$ cat src/rtl/rd_serial_transmitter.sv
// Memory-backed bit-serial transmitter for the RD detector link: fetches WORD_BITS-wide
// samples from an event buffer and shifts them out LSB first, framed by ENABLE_XFR_OUT.
module rd_serial_transmitter #(
    parameter int WORD_BITS = 13,
    parameter int N_WORDS   = 2048,
    parameter int ADDR_BITS = 11
) (
    input  logic                 CLK,
    input  logic                 RESETN,
    input  logic                 START,
    input  logic                 ABORT,
    input  logic                 DONE_ACK,
    output logic [ADDR_BITS-1:0] MEM_ADDR,
    output logic                 MEM_RD_EN,
    input  logic [31:0]          MEM_DATA,
    output logic                 ENABLE_XFR_OUT,
    output logic                 SERIAL_DATA_OUT,
    output logic                 BUSY,
    output logic                 DONE,
    output logic                 ABORTED,
    output logic [ADDR_BITS:0]   WORDS_SENT
);

    localparam int CNT_BITS = $clog2(WORD_BITS);
    localparam logic [CNT_BITS-1:0]  LAST_BIT   = CNT_BITS'(WORD_BITS - 1);
    localparam logic [CNT_BITS-1:0]  PRE_BIT    = CNT_BITS'(WORD_BITS - 2);
    localparam logic [CNT_BITS-1:0]  CNT_ONE    = CNT_BITS'(1);
    localparam logic [ADDR_BITS:0]   LAST_WORD  = (ADDR_BITS+1)'(N_WORDS - 1);
    localparam logic [ADDR_BITS:0]   WORD_ONE   = (ADDR_BITS+1)'(1);
    localparam logic [ADDR_BITS-1:0] ADDR_ONE   = ADDR_BITS'(1);

    typedef enum logic [2:0] {
        S_IDLE,
        S_FETCH,
        S_SHIFT,
        S_FLUSH,
        S_FINISH
    } state_t;

    state_t                 state_q, state_d;
    logic [CNT_BITS-1:0]    bit_cnt_q, bit_cnt_d;
    logic [WORD_BITS-1:0]   shift_q, shift_d;
    logic                   prev_start_q, prev_start_d;
    logic [ADDR_BITS-1:0]   mem_addr_q, mem_addr_d;
    logic                   rd_en_q, rd_en_d;
    logic                   enable_q, enable_d;
    logic                   serial_q, serial_d;
    logic                   busy_q, busy_d;
    logic                   done_q, done_d;
    logic                   aborted_q, aborted_d;
    logic [ADDR_BITS:0]     words_q, words_d;

    logic                   start_req;
    logic                   cur_bit;
    logic                   mem_data_unused;

    assign mem_data_unused = ^MEM_DATA[31:WORD_BITS];

    // bit_cnt runs one cycle ahead of the registered serial outputs, so bit 0 of each
    // word is taken straight from the buffer read data while it is being captured.
    assign start_req = START && !prev_start_q;
    assign cur_bit   = (bit_cnt_q == '0) ? MEM_DATA[0] : shift_q[bit_cnt_q];

    always_comb begin
        state_d      = state_q;
        bit_cnt_d    = bit_cnt_q;
        shift_d      = shift_q;
        prev_start_d = START;
        mem_addr_d   = mem_addr_q;
        rd_en_d      = 1'b0;
        enable_d     = 1'b0;
        serial_d     = 1'b0;
        busy_d       = busy_q;
        done_d       = done_q;
        aborted_d    = aborted_q;
        words_d      = words_q;

        // Completion below overrides an acknowledge landing in the same cycle.
        if (DONE_ACK) begin
            done_d    = 1'b0;
            aborted_d = 1'b0;
        end

        unique case (state_q)
            S_IDLE: begin
                if (start_req && !done_q) begin
                    mem_addr_d = '0;
                    rd_en_d    = 1'b1;
                    busy_d     = 1'b1;
                    words_d    = '0;
                    aborted_d  = 1'b0;
                    bit_cnt_d  = '0;
                    state_d    = S_FETCH;
                end
            end

            S_FETCH: begin
                if (ABORT) begin
                    busy_d    = 1'b0;
                    done_d    = 1'b1;
                    aborted_d = 1'b1;
                    state_d   = S_IDLE;
                end else begin
                    state_d = S_SHIFT;
                end
            end

            S_SHIFT: begin
                if (ABORT) begin
                    busy_d    = 1'b0;
                    done_d    = 1'b1;
                    aborted_d = 1'b1;
                    bit_cnt_d = '0;
                    state_d   = S_IDLE;
                end else begin
                    enable_d = 1'b1;
                    serial_d = cur_bit;
                    if (bit_cnt_q == '0) begin
                        shift_d = MEM_DATA[WORD_BITS-1:0];
                    end
                    if (bit_cnt_q == PRE_BIT && words_q != LAST_WORD) begin
                        mem_addr_d = mem_addr_q + ADDR_ONE;
                        rd_en_d    = 1'b1;
                    end
                    if (bit_cnt_q == LAST_BIT) begin
                        words_d   = words_q + WORD_ONE;
                        bit_cnt_d = '0;
                        if (words_q == LAST_WORD) begin
                            state_d = S_FLUSH;
                        end
                    end else begin
                        bit_cnt_d = bit_cnt_q + CNT_ONE;
                    end
                end
            end

            // Two cycles: the final bit drains out of the output register, then the line idles.
            S_FLUSH: begin
                if (bit_cnt_q == CNT_ONE) begin
                    bit_cnt_d = '0;
                    state_d   = S_FINISH;
                end else begin
                    bit_cnt_d = bit_cnt_q + CNT_ONE;
                end
            end

            S_FINISH: begin
                done_d  = 1'b1;
                busy_d  = 1'b0;
                state_d = S_IDLE;
            end

            default: begin
                state_d = S_IDLE;
            end
        endcase
    end

    always_ff @(posedge CLK or negedge RESETN) begin
        if (!RESETN) begin
            state_q      <= S_IDLE;
            bit_cnt_q    <= '0;
            shift_q      <= '0;
            prev_start_q <= 1'b0;
            mem_addr_q   <= '0;
            rd_en_q      <= 1'b0;
            enable_q     <= 1'b0;
            serial_q     <= 1'b0;
            busy_q       <= 1'b0;
            done_q       <= 1'b0;
            aborted_q    <= 1'b0;
            words_q      <= '0;
        end else begin
            state_q      <= state_d;
            bit_cnt_q    <= bit_cnt_d;
            shift_q      <= shift_d;
            prev_start_q <= prev_start_d;
            mem_addr_q   <= mem_addr_d;
            rd_en_q      <= rd_en_d;
            enable_q     <= enable_d;
            serial_q     <= serial_d;
            busy_q       <= busy_d;
            done_q       <= done_d;
            aborted_q    <= aborted_d;
            words_q      <= words_d;
        end
    end

    assign MEM_ADDR        = mem_addr_q;
    assign MEM_RD_EN       = rd_en_q;
    assign ENABLE_XFR_OUT  = enable_q;
    assign SERIAL_DATA_OUT = serial_q;
    assign BUSY            = busy_q;
    assign DONE            = done_q;
    assign ABORTED         = aborted_q;
    assign WORDS_SENT      = words_q;

endmodule

$ cat config.mk
export PLATFORM = sky130hd
export DESIGN_NAME = rd_serial_transmitter
export DESIGN_NICKNAME = d
export VERILOG_FILES = /design/src/rtl/rd_serial_transmitter.sv
export SDC_FILE = /design/constraint.sdc
export NUM_CORES = 1
export LEC_CHECK = 0
export CELL_PAD_IN_SITES_DETAIL_PLACEMENT = 0
export CELL_PAD_IN_SITES_GLOBAL_PLACEMENT = 1
export CORE_UTILIZATION = 41
export CTS_CLUSTER_DIAMETER = 50
export DETAILED_ROUTE_END_ITERATION = 10
export GPL_ROUTABILITY_DRIVEN = 1
export GPL_TIMING_DRIVEN = 0
export PLACE_DENSITY_LB_ADDON = 0.1
export SYNTH_ARGS = -nofsm -noshare
export SYNTH_HDL_FRONTEND = slang
export SYNTH_SLANG_ARGS = --single-unit
$ cat constraint.sdc
create_clock -name CLK -period 5.2 [get_ports CLK]
set_input_delay 1.3 -clock CLK [delete_from_list [all_inputs] [get_ports CLK]]
set_output_delay 1.3 -clock CLK [all_outputs]
set_load 0.02 [all_outputs]
==> impl_summary.txt, run 1 <==
----------------------------------------------------
[Cells and area]
  Register area ... 1251 µm²
  Commonest cells after routing, fill and taps aside ... 50 x sky130_fd_sc_hd__dfrtp_1, 45 x sky130_fd_sc_hd__clkdlybuf4s50_1, 25 x sky130_fd_sc_hd__nand2_1
  Fraction of layout cells with a size suffix above 1 ... 12.11%
  Most common cell after layout, fill and taps aside ... sky130_fd_sc_hd__dfrtp_1
  Final core utilization ... 53.55%
  Multi-input combinational cell area ... 1375 µm²
  Number of nets in the finished design ... 364
  Antenna diode count ... 0
  # fillers ... 597
  Area added between synthesis and finish ... 24.85%

[GRT]
  Via count of the first global-routing pass ... 2125
  Total gr overflow ... 0
  Pin count of the biggest net entering global routing ... 35
  First-pass GRT wire length ... 10.69 mm
  Antenna violations before repair ... 0
  Total routing usage reported by global routing ... 18.85%

[Pwr]
  Clock group share of total power ... 20.3%
  Worst-case vdd ir drop ... 0.2227 mV
  Switching part of the total ... 35.61%
  Total chip power ... 1.367 mW
  Internal Pwr Total ... 0.8800 mW
  Sequential power share ... 40.6%
  PwrDens ... 399.7 nW/µm²
  Combinational group share of total power ... 39.2%
  Psw ... 0.4866 mW
  Pleak ... 1.496 nW

[Place]
  Port bufs ... 46
  Detailed placement HPWL ... 4.347 mm
  Post-placement worst setup slack ... 1.824 ns
  Final weighted congestion in routability-driven placement ... 0.7663

[Clocking]
  Hold-fix buffer count after cts ... 0
  Clock input transition at the sequential cells of the worst setup and hold paths ... 0.09 ns
  Cell at the root of the clock tree ... sky130_fd_sc_hd__clkbuf_8
  CTS tree ... done
  Clock insertion delay at the later pin of the skew report ... 0.31 ns
  CTS Sinks ... 50
  Max clock buf depth ... 2
  Number of setup buffers added after CTS ... 0
  Resized cells post-CTS ... 0
  Cts bufs inserted ... 5
  Number of levels in the clock H-tree ... 2

[Die]
  Total I/O pin count ... 66
  Placement row count ... 29
  Starting utilization of the core area ... 42.89%
  Overall die area ... 7011 µm²
  Width of the chip ... 83.73 µm
  CORE AREA ... 6386 µm²
  Chip height ... 83.73 µm

[Min path]
  Worst min-delay path category ... reg2reg

[Worst setup path]
  Cell repeated most along the worst path ... sky130_fd_sc_hd__clkbuf_1
  Cell at the slowest stage of the critical path ... sky130_fd_sc_hd__clkdlybuf4s50_1
  Critical Path End Type ... register
  Arrival time worst endpoint ... 3.25 ns
  Maximum single-stage delay on the critical path ... 0.46 ns
  Family with the most delay on the worst path ... buffers and inverters
  Worst path bufs/invs ... 3
  Required time of the critical path ... 5.43 ns
  Cell-by-cell listing of the critical path ... clkdlybuf4s50_1, nor4b_4, nand2_1, clkbuf_1, clkbuf_1, a21boi_0
  Largest fanout on the critical path ... 10
  Critical path startpoint category ... primary input
  Category of the most critical setup path ... in2reg

[Logic synthesis]
  Cell taking the most area after synthesis ... sky130_fd_sc_hd__dfrtp_1
  Count of flip-flops with a built-in enable after synthesis ... 0
  Warnings from Yosys ... 0
  Top_reg_cell synth ... sky130_fd_sc_hd__dfrtp_1
  Share of the yosys chip area belonging to registers ... 45.68%
  Share of flip-flops with an asynchronous set or reset after synthesis ... 100.0%
  Cells after synthesis ... 267
  Mean post-synth cell area ... 10.26 µm²
  Number of distinct library cells after synthesis ... 47
  Yosys reg bits ... 50
  Dominant cells by area after synthesis ... sky130_fd_sc_hd__dfrtp_1 46%, sky130_fd_sc_hd__mux2i_1 5.8%, sky130_fd_sc_hd__mux2_2 5.3%, sky130_fd_sc_hd__nand2_1 3.4%, sky130_fd_sc_hd__o21ai_0 2.9%
  Syn Std Cell Area ... 2739 µm²
  Area share of the largest cell type after synthesis ... 45.68%
  Post-synth net total ... 310

[Timing]
  Number of max-slew violations in the final report ... 0
  Clk_skew ... 0.004743 ns
  Tmin final ... 3.024 ns
  Slew margin rel. ... 31.46%
  Hold Fails Final Rpt ... 0
  Worst Slack Setup Final ... 2.176 ns
  Setup TNS ... 0 ns
  Peak clock frequency supported by timing ... 0.3307 GHz
  Final worst path period share ... 58.16%
  Unrepaired setup endpoints after global routing ... false
  Slew at the pin closest to its max-slew limit ... 1.020 ns
  Final count of negative-setup-slack endpoints ... 0

[Detailed routing]
  DR vias ... 2203
  DR top layer ... met4
  WL met2 ... 2.745 mm
  Average detailed-routed wire length per instance ... 15.27 µm
  Number of DRC violations after detailed-routing iteration 0 ... 137
  Met3 wirelength from detailed routing ... 233 µm
  Number of routed nets with antenna violations ... 0
  Detailed-route DRC error count ... 0
  Number of vias per cell ... 5.521
  Met1 routed wirelength after detailed routing ... 3.048 mm
  Initial DRT Pass Iterations ... 4
  WL final ... 6.091 mm

[Flow run]
  Number of max-cap violations ... 0

[Run status]
  Result of the run ... finished clean

----------------------------------------------------
[per-stage QoR]
| stage | instance area (µm²) | instances | hold WS (ns) |
|---|---|---|---|
| floorplan | 2739 | 267 | 0.4587 |
| global placement | 3296 | 390 | 0.4839 |
| detailed placement | 3311 | 391 | 0.4892 |
| CTS | 3420 | 399 | 0.5183 |
| global route | 3420 | 399 | 0.5292 |
| finish | 3420 | 399 | 0.5170 |
[final timing paths]
check / startpoint / endpoint / depth (start not counted) / slack [ns]
hold reg to reg: shift_q[8] / shift_q[8] / 1 / 0.52
setup reg to reg: bit_cnt_q[1] / WORDS_SENT[5] / 8 / 2.82
max in group asynchronous: RESETN / MEM_ADDR[6] / 2 / 3.76
hold / removal: shift_q[8] / shift_q[8] / 1 / 0.52
min in group asynchronous: RESETN / shift_q[8] / 1 / 0.91
setup / recovery: START / WORDS_SENT[5] / 6 / 2.18
[cell type report]
cell class / instances / share of cell area [%]
Buffer: 13 / 2.049
Clock buffer: 5 / 2.012
Clock inverter: 3 / 1.171
Inverter: 11 / 1.244
Multi-Input combinational cell: 193 / 40.21
Sequential cell: 50 / 36.59
Tap cell: 77 / 2.817
Timing Repair Buffer: 47 / 13.90
[metal layers]
| layer | up-vias | track usage (%) |
|---|---|---|
| met5 | - | 0 |
| met1 | 1067 | 27.20 |
| met2 | 48 | 28.68 |
| li1 | 1079 | - |
| met3 | 9 | 4.055 |
| met4 | 0 | 5.085 |
[cells by family (layout without fill, tap and decap cells)]
| family | after synthesis | count (layout) | synth area share (%) |
|---|---|---|---|
| buffers and inverters | 24 | 79 | 4.111 |
| XOR/XNOR | 3 | 3 | 0.9595 |
| multiplexers | 32 | 32 | 13.25 |
| AO/OA/AOI/OAI | 48 | 48 | 11.79 |
| flip-flops | 50 | 50 | 45.68 |
| AND/OR/NAND/NOR | 104 | 104 | 21.47 |
| adder cells (fa/ha/maj) | 6 | 6 | 2.741 |
[sequential cells by signal (all words and copies together) (netlist names)]
signal           flops
shift_q             13
DONE                 1
WORDS_SENT          12
bit_cnt_q            4
MEM_RD_EN            1
prev_start_q         1
ABORTED              1
MEM_ADDR            11
ENABLE_XFR_OUT       1
BUSY                 1
SERIAL_DATA_OUT      1
state_q              3
[worst register-to-register path, stage by stage (launching register included)]
cell and delay, ns:
sky130_fd_sc_hd__dfrtp_1 0.41, sky130_fd_sc_hd__clkbuf_1 0.23, sky130_fd_sc_hd__inv_1 0.16, sky130_fd_sc_hd__ha_1 0.17, sky130_fd_sc_hd__and3_1 0.25, sky130_fd_sc_hd__a21oi_1 0.11, sky130_fd_sc_hd__clkbuf_1 0.25, sky130_fd_sc_hd__or4_1 0.51
sky130_fd_sc_hd__a21boi_0 0.19
[cells in the mapped netlist (3+ instances only)]
| cell | number |
|---|---|
| sky130_fd_sc_hd__o31ai_1 | 4 |
| sky130_fd_sc_hd__and4_1 | 3 |
| sky130_fd_sc_hd__nand4_1 | 8 |
| sky130_fd_sc_hd__dfrtp_1 | 50 |
| sky130_fd_sc_hd__nor2b_1 | 6 |
| sky130_fd_sc_hd__nand3_1 | 14 |
| sky130_fd_sc_hd__nand2_1 | 25 |
| sky130_fd_sc_hd__mux2_2 | 13 |
| sky130_fd_sc_hd__a31oi_1 | 8 |
| sky130_fd_sc_hd__xnor2_1 | 3 |
| sky130_fd_sc_hd__mux2i_1 | 16 |
| sky130_fd_sc_hd__o211ai_1 | 3 |
| sky130_fd_sc_hd__buf_2 | 5 |
| sky130_fd_sc_hd__nor2_1 | 11 |
| sky130_fd_sc_hd__nor3_1 | 11 |
| sky130_fd_sc_hd__ha_1 | 6 |
| sky130_fd_sc_hd__inv_1 | 9 |
| sky130_fd_sc_hd__and3_1 | 3 |
| sky130_fd_sc_hd__o21ai_0 | 16 |
| sky130_fd_sc_hd__nand2b_1 | 9 |
| sky130_fd_sc_hd__a21oi_1 | 5 |
| sky130_fd_sc_hd__clkbuf_1 | 6 |
[power groups by stage]
stage	clock network, mW	registers (mW)	logic, mW
after global routing	0.301	0.570	0.596
after detailed placement	0	0.562	0.539
after CTS	0.285	0.555	0.543
final	0.277	0.554	0.535
after global placement	0	0.559	0.533
after floorplan	0	0.576	0.347
Note: power is estimated with default switching activity, not from simulation.
==> run 2: changes to the inputs <==
--- a/config.mk
+++ b/config.mk
@@ -7,7 +7,7 @@
 export LEC_CHECK = 0
 export CELL_PAD_IN_SITES_DETAIL_PLACEMENT = 0
 export CELL_PAD_IN_SITES_GLOBAL_PLACEMENT = 1
-export CORE_UTILIZATION = 41
+export CORE_UTILIZATION = 34
 export CTS_CLUSTER_DIAMETER = 50
 export DETAILED_ROUTE_END_ITERATION = 10
 export GPL_ROUTABILITY_DRIVEN = 1
==> constraint.sdc (replaced) <==
create_clock -name CLK -period 2.5 [get_ports CLK]
set_input_delay 0.625 -clock CLK [delete_from_list [all_inputs] [get_ports CLK]]
set_output_delay 0.625 -clock CLK [all_outputs]
set_load 0.02 [all_outputs]
==> run 2 against run 1 <==
  * Utilization fell by 9.3 points
  * Global-route usage fell by 3.2 points
  * Non-clock buffer count unchanged
  * Sequential share of layout area is 0.16 points lower
  * Largest cell class unchanged
  * First-iteration DRC count decreased by 60%
  * Critical path type is now reg2reg
  * Critical endpoint unchanged
  * Total power up 100%
  * Sequential cell count is the same
  * Die area is 20% higher
==> impl_summary.txt, run 2 (synthesis results as in run 1) <==
----------------------------------------------------
[Detailed routing]
  DR vias ... 2188
  Number of vias per cell ... 5.160
  WL final ... 6.138 mm
  Average detailed-routed wire length per instance ... 14.48 µm
  Detailed-route DRC error count ... 0
  Initial DRT Pass Iterations ... 4
  Number of DRC violations after detailed-routing iteration 0 ... 55
  Number of routed nets with antenna violations ... 0

[Timing]
  Peak clock frequency supported by timing ... 0.4299 GHz
  Worst Slack Setup Final ... 0.1737 ns
  Tmin final ... 2.326 ns
  Slew margin rel. ... 32.73%
  Number of max-slew violations in the final report ... 0
  Unrepaired setup endpoints after global routing ... false
  Final count of negative-setup-slack endpoints ... 0
  Slew at the pin closest to its max-slew limit ... 1.001 ns
  Setup TNS ... 0 ns
  Clk_skew ... 0.01218 ns
  Hold Fails Final Rpt ... 0
  Final worst path period share ... 93.05%
  Worst hold-check slack ... 0.2984 ns

[Worst setup path]
  Worst-case reg-to-reg path depth ... 8
  Required time of the critical path ... 2.72 ns
  Critical path startpoint category ... register
  Category of the most critical setup path ... reg2reg
  Critical Path End Type ... register
  Arrival time worst endpoint ... 2.54 ns
  Cell-by-cell listing of the critical path ... clkbuf_1, inv_1, ha_1, and3_1, a21oi_1, clkbuf_2, or4_1, a21boi_0
  End of the worst register-to-register path ... WORDS_SENT[5]
  Reg-to-reg slack, setup ... 0.17 ns
  Maximum single-stage delay on the critical path ... 0.50 ns
  Cell at the slowest stage of the critical path ... sky130_fd_sc_hd__or4_1
  Largest fanout on the critical path ... 10
  Launch point of the worst reg-to-reg path ... bit_cnt_q[1]

[Flow run]
  Number of max-cap violations ... 0

[Cells and area]
  Fraction of layout cells with a size suffix above 1 ... 12.73%
  Flip-flop count of the largest register, all copies and words added ... 13
  Commonest cells after routing, fill and taps aside ... 50 x sky130_fd_sc_hd__dfrtp_1, 45 x sky130_fd_sc_hd__clkdlybuf4s50_1, 25 x sky130_fd_sc_hd__nand2_1
  Register containing the most flip-flops in the final layout ... shift_q
  Area added between synthesis and finish ... 25.40%
  Number of nets in the finished design ... 364
  Most common cell after layout, fill and taps aside ... sky130_fd_sc_hd__dfrtp_1
  Antenna diode count ... 0

[Min path]
  Worst min-delay path category ... in2async

[GRT]
  Antenna violations before repair ... 0
  First-pass GRT wire length ... 10.65 mm
  Pin count of the biggest net entering global routing ... 30
  Via count of the first global-routing pass ... 2132
  Total gr overflow ... 0
  Total routing usage reported by global routing ... 15.70%

[Pwr]
  PwrDens ... 796.6 nW/µm²
  Pleak ... 1.487 nW
  Worst-case vdd ir drop ... 0.3020 mV

[Place]
  Final weighted congestion in routability-driven placement ... 0.7607
  Post-placement worst setup slack ... -0.2044 ns
  Detailed placement HPWL ... 4.390 mm
  Port bufs ... 46

[Clocking]
  Number of setup buffers added after CTS ... 0
  Clock insertion delay at the later pin of the skew report ... 0.31 ns
  Hold-fix buffer count after cts ... 0
  Max clock buf depth ... 2
  Cell at the root of the clock tree ... sky130_fd_sc_hd__clkbuf_8
  CTS tree ... done
  Cts bufs inserted ... 5
  Clock input transition at the sequential cells of the worst setup and hold paths ... 0.10 ns
  Resized cells post-CTS ... 0
  CTS Sinks ... 50
  Number of levels in the clock H-tree ... 2

[Die]
  CORE AREA ... 7767 µm²
  Chip height ... 91.75 µm
  Starting utilization of the core area ... 35.26%
  Overall die area ... 8418 µm²
  Placement row count ... 32
  Total I/O pin count ... 66
  Width of the chip ... 91.75 µm

[Run status]
  Result of the run ... finished clean

----------------------------------------------------
run 2: cell count changes in the layout (fill, tap and decap cells not counted), sizes merged:
cell	change
bufinv	-1
clkinvlp	+1
run 2: final cells by class:
cell class,instances,area [µm²]
Timing Repair Buffer,47,475.5
Sequential cell,50,1251
Clock buffer,5,68.82
Buffer,13,72.57
Multi-Input combinational cell,193,1375
Clock inverter,3,21.27
Tap cell,102,127.6
Inverter,11,42.54
Fill cell,766,4333
run 2: critical path: cells and delay by family, from the launching register on:
family	cells	cell delay, ns
buffers and inverters	3	0.59
AND/OR/NAND/NOR	2	0.74
AO/OA/AOI/OAI	2	0.32
adder cells (fa/ha/maj)	1	0.17
flip-flops	1	0.41
run 2: worst max-delay path by stage:
stage               slack, ns       endpoint          from
global route             0.01  WORDS_SENT[5]  bit_cnt_q[1]
detailed placement      -0.20  WORDS_SENT[5]         START
CTS                      0.11  WORDS_SENT[5]  bit_cnt_q[1]
floorplan                0.50    MEM_ADDR[6]         ABORT
global placement        -0.87  WORDS_SENT[7]        RESETN
finish                   0.17  WORDS_SENT[5]  bit_cnt_q[1]
run 2: layer usage:
layer | GRT usage (%) | part of all wire, % | wire length [µm] | up-vias
met5 | 0 | 0 | 0 | -
met4 | 4.297 | 1.2 | 72 | 0
met3 | 2.570 | 3.3 | 201 | 7
met2 | 24.12 | 44 | 2713 | 45
met1 | 22.83 | 51 | 3150 | 1045
li1 | - | - | - | 1091
run 2: report_power, final:
| group | switching [mW] | internal [mW] | leakage (nW) |
|---|---|---|---|
| sequential | 0.137 | 1.01 | 0.662 |
| clock | 0.283 | 0.197 | 0.0441 |
| combinational | 0.582 | 0.531 | 0.781 |
| total | 1.00 | 1.73 | 1.49 |
run 2: stage by stage:
stage	instances	instance area (µm²)	utilization (%)	power [mW]
after floorplan	267	2739	-	1.920
after global placement	415	3327	42.83	2.275
after detailed placement	416	3342	43.03	2.285
after CTS	424	3432	44.18	2.782
after global routing	424	3435	44.22	2.954
final	424	3435	44.22	2.736
==> run 3: changes to the inputs <==
--- a/config.mk
+++ b/config.mk
@@ -7,7 +7,7 @@
 export LEC_CHECK = 0
 export CELL_PAD_IN_SITES_DETAIL_PLACEMENT = 0
 export CELL_PAD_IN_SITES_GLOBAL_PLACEMENT = 1
-export CORE_UTILIZATION = 34
+export CORE_UTILIZATION = 38
 export CTS_CLUSTER_DIAMETER = 50
 export DETAILED_ROUTE_END_ITERATION = 10
 export GPL_ROUTABILITY_DRIVEN = 1
==> constraint.sdc (replaced) <==
create_clock -name CLK -period 2.6 [get_ports CLK]
set_input_delay 0.52 -clock CLK [delete_from_list [all_inputs] [get_ports CLK]]
set_output_delay 0.52 -clock CLK [all_outputs]
set_load 0.02 [all_outputs]
==> run 3 against run 2 <==
  * Clock power is 39% higher
  * Setup slack improved by 0.10 ns
  * First-iteration DRC count up 110%
  * Non-clock buffer count stayed put
  * Register-to-register slack gained 0.10 ns
  * Final cell count shrank 1.4%
  * Worst hold slack got worse by 0.12 ns
  * Critical path type unchanged
  * Sequential share of layout area fell by 0.41 points
  * Via count is essentially flat
  * Sequential cell count stayed put
==> impl_summary.txt, run 3 (synthesis results as in run 1) <==
----------------------------------------------------
[Detailed routing]
  WL final ... 6.200 mm
  Initial DRT Pass Iterations ... 4
  Number of vias per cell ... 5.232
  DR vias ... 2187
  Average detailed-routed wire length per instance ... 14.83 µm
  Number of DRC violations after detailed-routing iteration 0 ... 118
  Detailed-route DRC error count ... 0
  Number of routed nets with antenna violations ... 0

[Die]
  Placement row count ... 30
  CORE AREA ... 6869 µm²
  Starting utilization of the core area ... 39.87%
  Width of the chip ... 86.90 µm
  Overall die area ... 7551 µm²
  Chip height ... 86.90 µm
  Total I/O pin count ... 66

[Flow run]
  Number of max-cap violations ... 0

[GRT]
  Total routing usage reported by global routing ... 17.94%
  Pin count of the biggest net entering global routing ... 30
  GR Util met3 ... 2.559%
  Via count of the first global-routing pass ... 2150
  Total gr overflow ... 0
  Most Used Layer, Global Route ... met2
  Global-route met2 utilization ... 29.06%
  First-pass GRT wire length ... 10.57 mm
  Antenna violations before repair ... 0
  Met1 track utilization from global routing ... 24.88%

[Pwr]
  PwrDens ... 818.6 nW/µm²
  Switching part of the total ... 34.41%
  Combinational group share of total power ... 37.8%
  Clock group share of total power ... 23.5%
  Pleak ... 1.510 nW
  Sequential power share ... 38.7%
  Internal Pwr Total ... 1.865 mW
  Total chip power ... 2.843 mW
  Worst-case vdd ir drop ... 0.4045 mV
  Psw ... 0.9785 mW

[Cells and area]
  Most common cell after layout, fill and taps aside ... sky130_fd_sc_hd__dfrtp_1
  Commonest cells after routing, fill and taps aside ... 50 x sky130_fd_sc_hd__dfrtp_1, 45 x sky130_fd_sc_hd__clkdlybuf4s50_1, 25 x sky130_fd_sc_hd__nand2_1
  Flip-flop count of the largest register, all copies and words added ... 13
  Number of nets in the finished design ... 364
  Area added between synthesis and finish ... 26.82%
  Register containing the most flip-flops in the final layout ... shift_q
  Final design area excluding fillers ... 3473 µm²
  Fraction of layout cells with a size suffix above 1 ... 12.42%
  # fillers ... 676
  Antenna diode count ... 0

[Worst setup path]
  Required time of the critical path ... 2.83 ns
  Category of the most critical setup path ... reg2reg
  Critical Path End Type ... register
  Arrival time worst endpoint ... 2.56 ns
  Largest fanout on the critical path ... 10
  Reg-to-reg slack, setup ... 0.28 ns
  Critical path startpoint category ... register

[Run status]
  Result of the run ... finished clean

[Clocking]
  Number of levels in the clock H-tree ... 2
  Clock insertion delay at the later pin of the skew report ... 0.31 ns
  CTS Sinks ... 50
  Hold-fix buffer count after cts ... 0
  Number of setup buffers added after CTS ... 0
  CTS tree ... done
  Resized cells post-CTS ... 0
  Cts bufs inserted ... 5
  Clock input transition at the sequential cells of the worst setup and hold paths ... 0.10 ns
  Cell at the root of the clock tree ... sky130_fd_sc_hd__clkbuf_8
  Max clock buf depth ... 2

[Timing]
  Clk_skew ... 0.006636 ns
  Number of max-slew violations in the final report ... 0
  Tmin final ... 2.324 ns
  Slew margin rel. ... 34.30%
  Hold Fails Final Rpt ... 0
  Peak clock frequency supported by timing ... 0.4303 GHz
  Worst Slack Setup Final ... 0.2762 ns
  Slew at the pin closest to its max-slew limit ... 0.9779 ns
  Final worst path period share ... 89.38%
  Unrepaired setup endpoints after global routing ... false
  Final count of negative-setup-slack endpoints ... 0

[Place]
  Final weighted congestion in routability-driven placement ... 0.7835
  Placed Instance Area ... 3334 µm²
  Detailed placement HPWL ... 4.371 mm
  Post-placement worst setup slack ... -0.006952 ns
  Port bufs ... 46

[Min path]
  Worst min-delay path category ... in2async

----------------------------------------------------
==> run 3: cell count changes in the layout (fill, tap and decap cells not counted) <==
cell / change
sky130_fd_sc_hd__clkbuf_2: -1
sky130_fd_sc_hd__clkbuf_1: +1
sky130_fd_sc_hd__clkinv_2: -1
sky130_fd_sc_hd__bufinv_16: +2
sky130_fd_sc_hd__clkinvlp_4: -1
==> run 3: area by class of cell <==
class | count | area [µm²] | share of cell area (%)
Timing Repair Buffer | 47 | 475.5 | 13.69
Buffer | 13 | 71.32 | 2.053
Inverter | 11 | 42.54 | 1.225
Multi-Input combinational cell | 193 | 1375 | 39.59
Clock buffer | 5 | 68.82 | 1.981
Tap cell | 96 | 120.1 | 3.458
Sequential cell | 50 | 1251 | 36.02
Clock inverter | 3 | 68.82 | 1.981
==> run 3: final timing paths <==
path / startpoint / endpoint / cells past startpoint
setup / recovery: bit_cnt_q[1] / WORDS_SENT[5] / 8
hold / removal: RESETN / BUSY / 1
setup reg to reg: bit_cnt_q[1] / WORDS_SENT[5] / 8
hold reg to reg: shift_q[7] / shift_q[7] / 1
max in group asynchronous: RESETN / shift_q[9] / 2
min in group CLK: shift_q[7] / shift_q[7] / 1
==> run 3: metrics by stage <==
step,setup TNS [ns],hold WS [ns],cells,util [%]
after floorplan,0,0.2244,267,-
after global placement,-30.79,0.4814,409,48.32
after detailed placement,-0.01151,0.4923,410,48.54
after CTS,0,0.1980,418,50.55
after global routing,0,0.2160,418,50.56
final,0,0.1807,418,50.56
==> run 3: routing by layer <==
layer  wire [µm]  share of wire [%]  vias up
li1            -                  -     1081
met1        3133                 51     1058
met2        2802                 45       42
met3         196                3.2        6
met4          68                1.1        0
met5           0                  0        -
==> run 3: critical path, stage by stage, from the launching register on <==
cell	delay, ns
sky130_fd_sc_hd__dfrtp_1	0.41
sky130_fd_sc_hd__clkbuf_2	0.20
sky130_fd_sc_hd__inv_1	0.14
sky130_fd_sc_hd__ha_1	0.18
sky130_fd_sc_hd__and3_1	0.25
sky130_fd_sc_hd__a21oi_1	0.11
sky130_fd_sc_hd__clkbuf_1	0.24
sky130_fd_sc_hd__or4_1	0.50
sky130_fd_sc_hd__a21boi_0	0.19
==> run 3: power by group through the flow <==
stage                     registers (mW)  logic (mW)  clock network (mW)
after CTS                           1.10        1.09               0.685
after global placement              1.11        1.06                   0
after floorplan                     1.15       0.693                   0
after global routing                1.12        1.19               0.706
after detailed placement            1.12        1.09                   0
final                               1.10        1.08               0.668
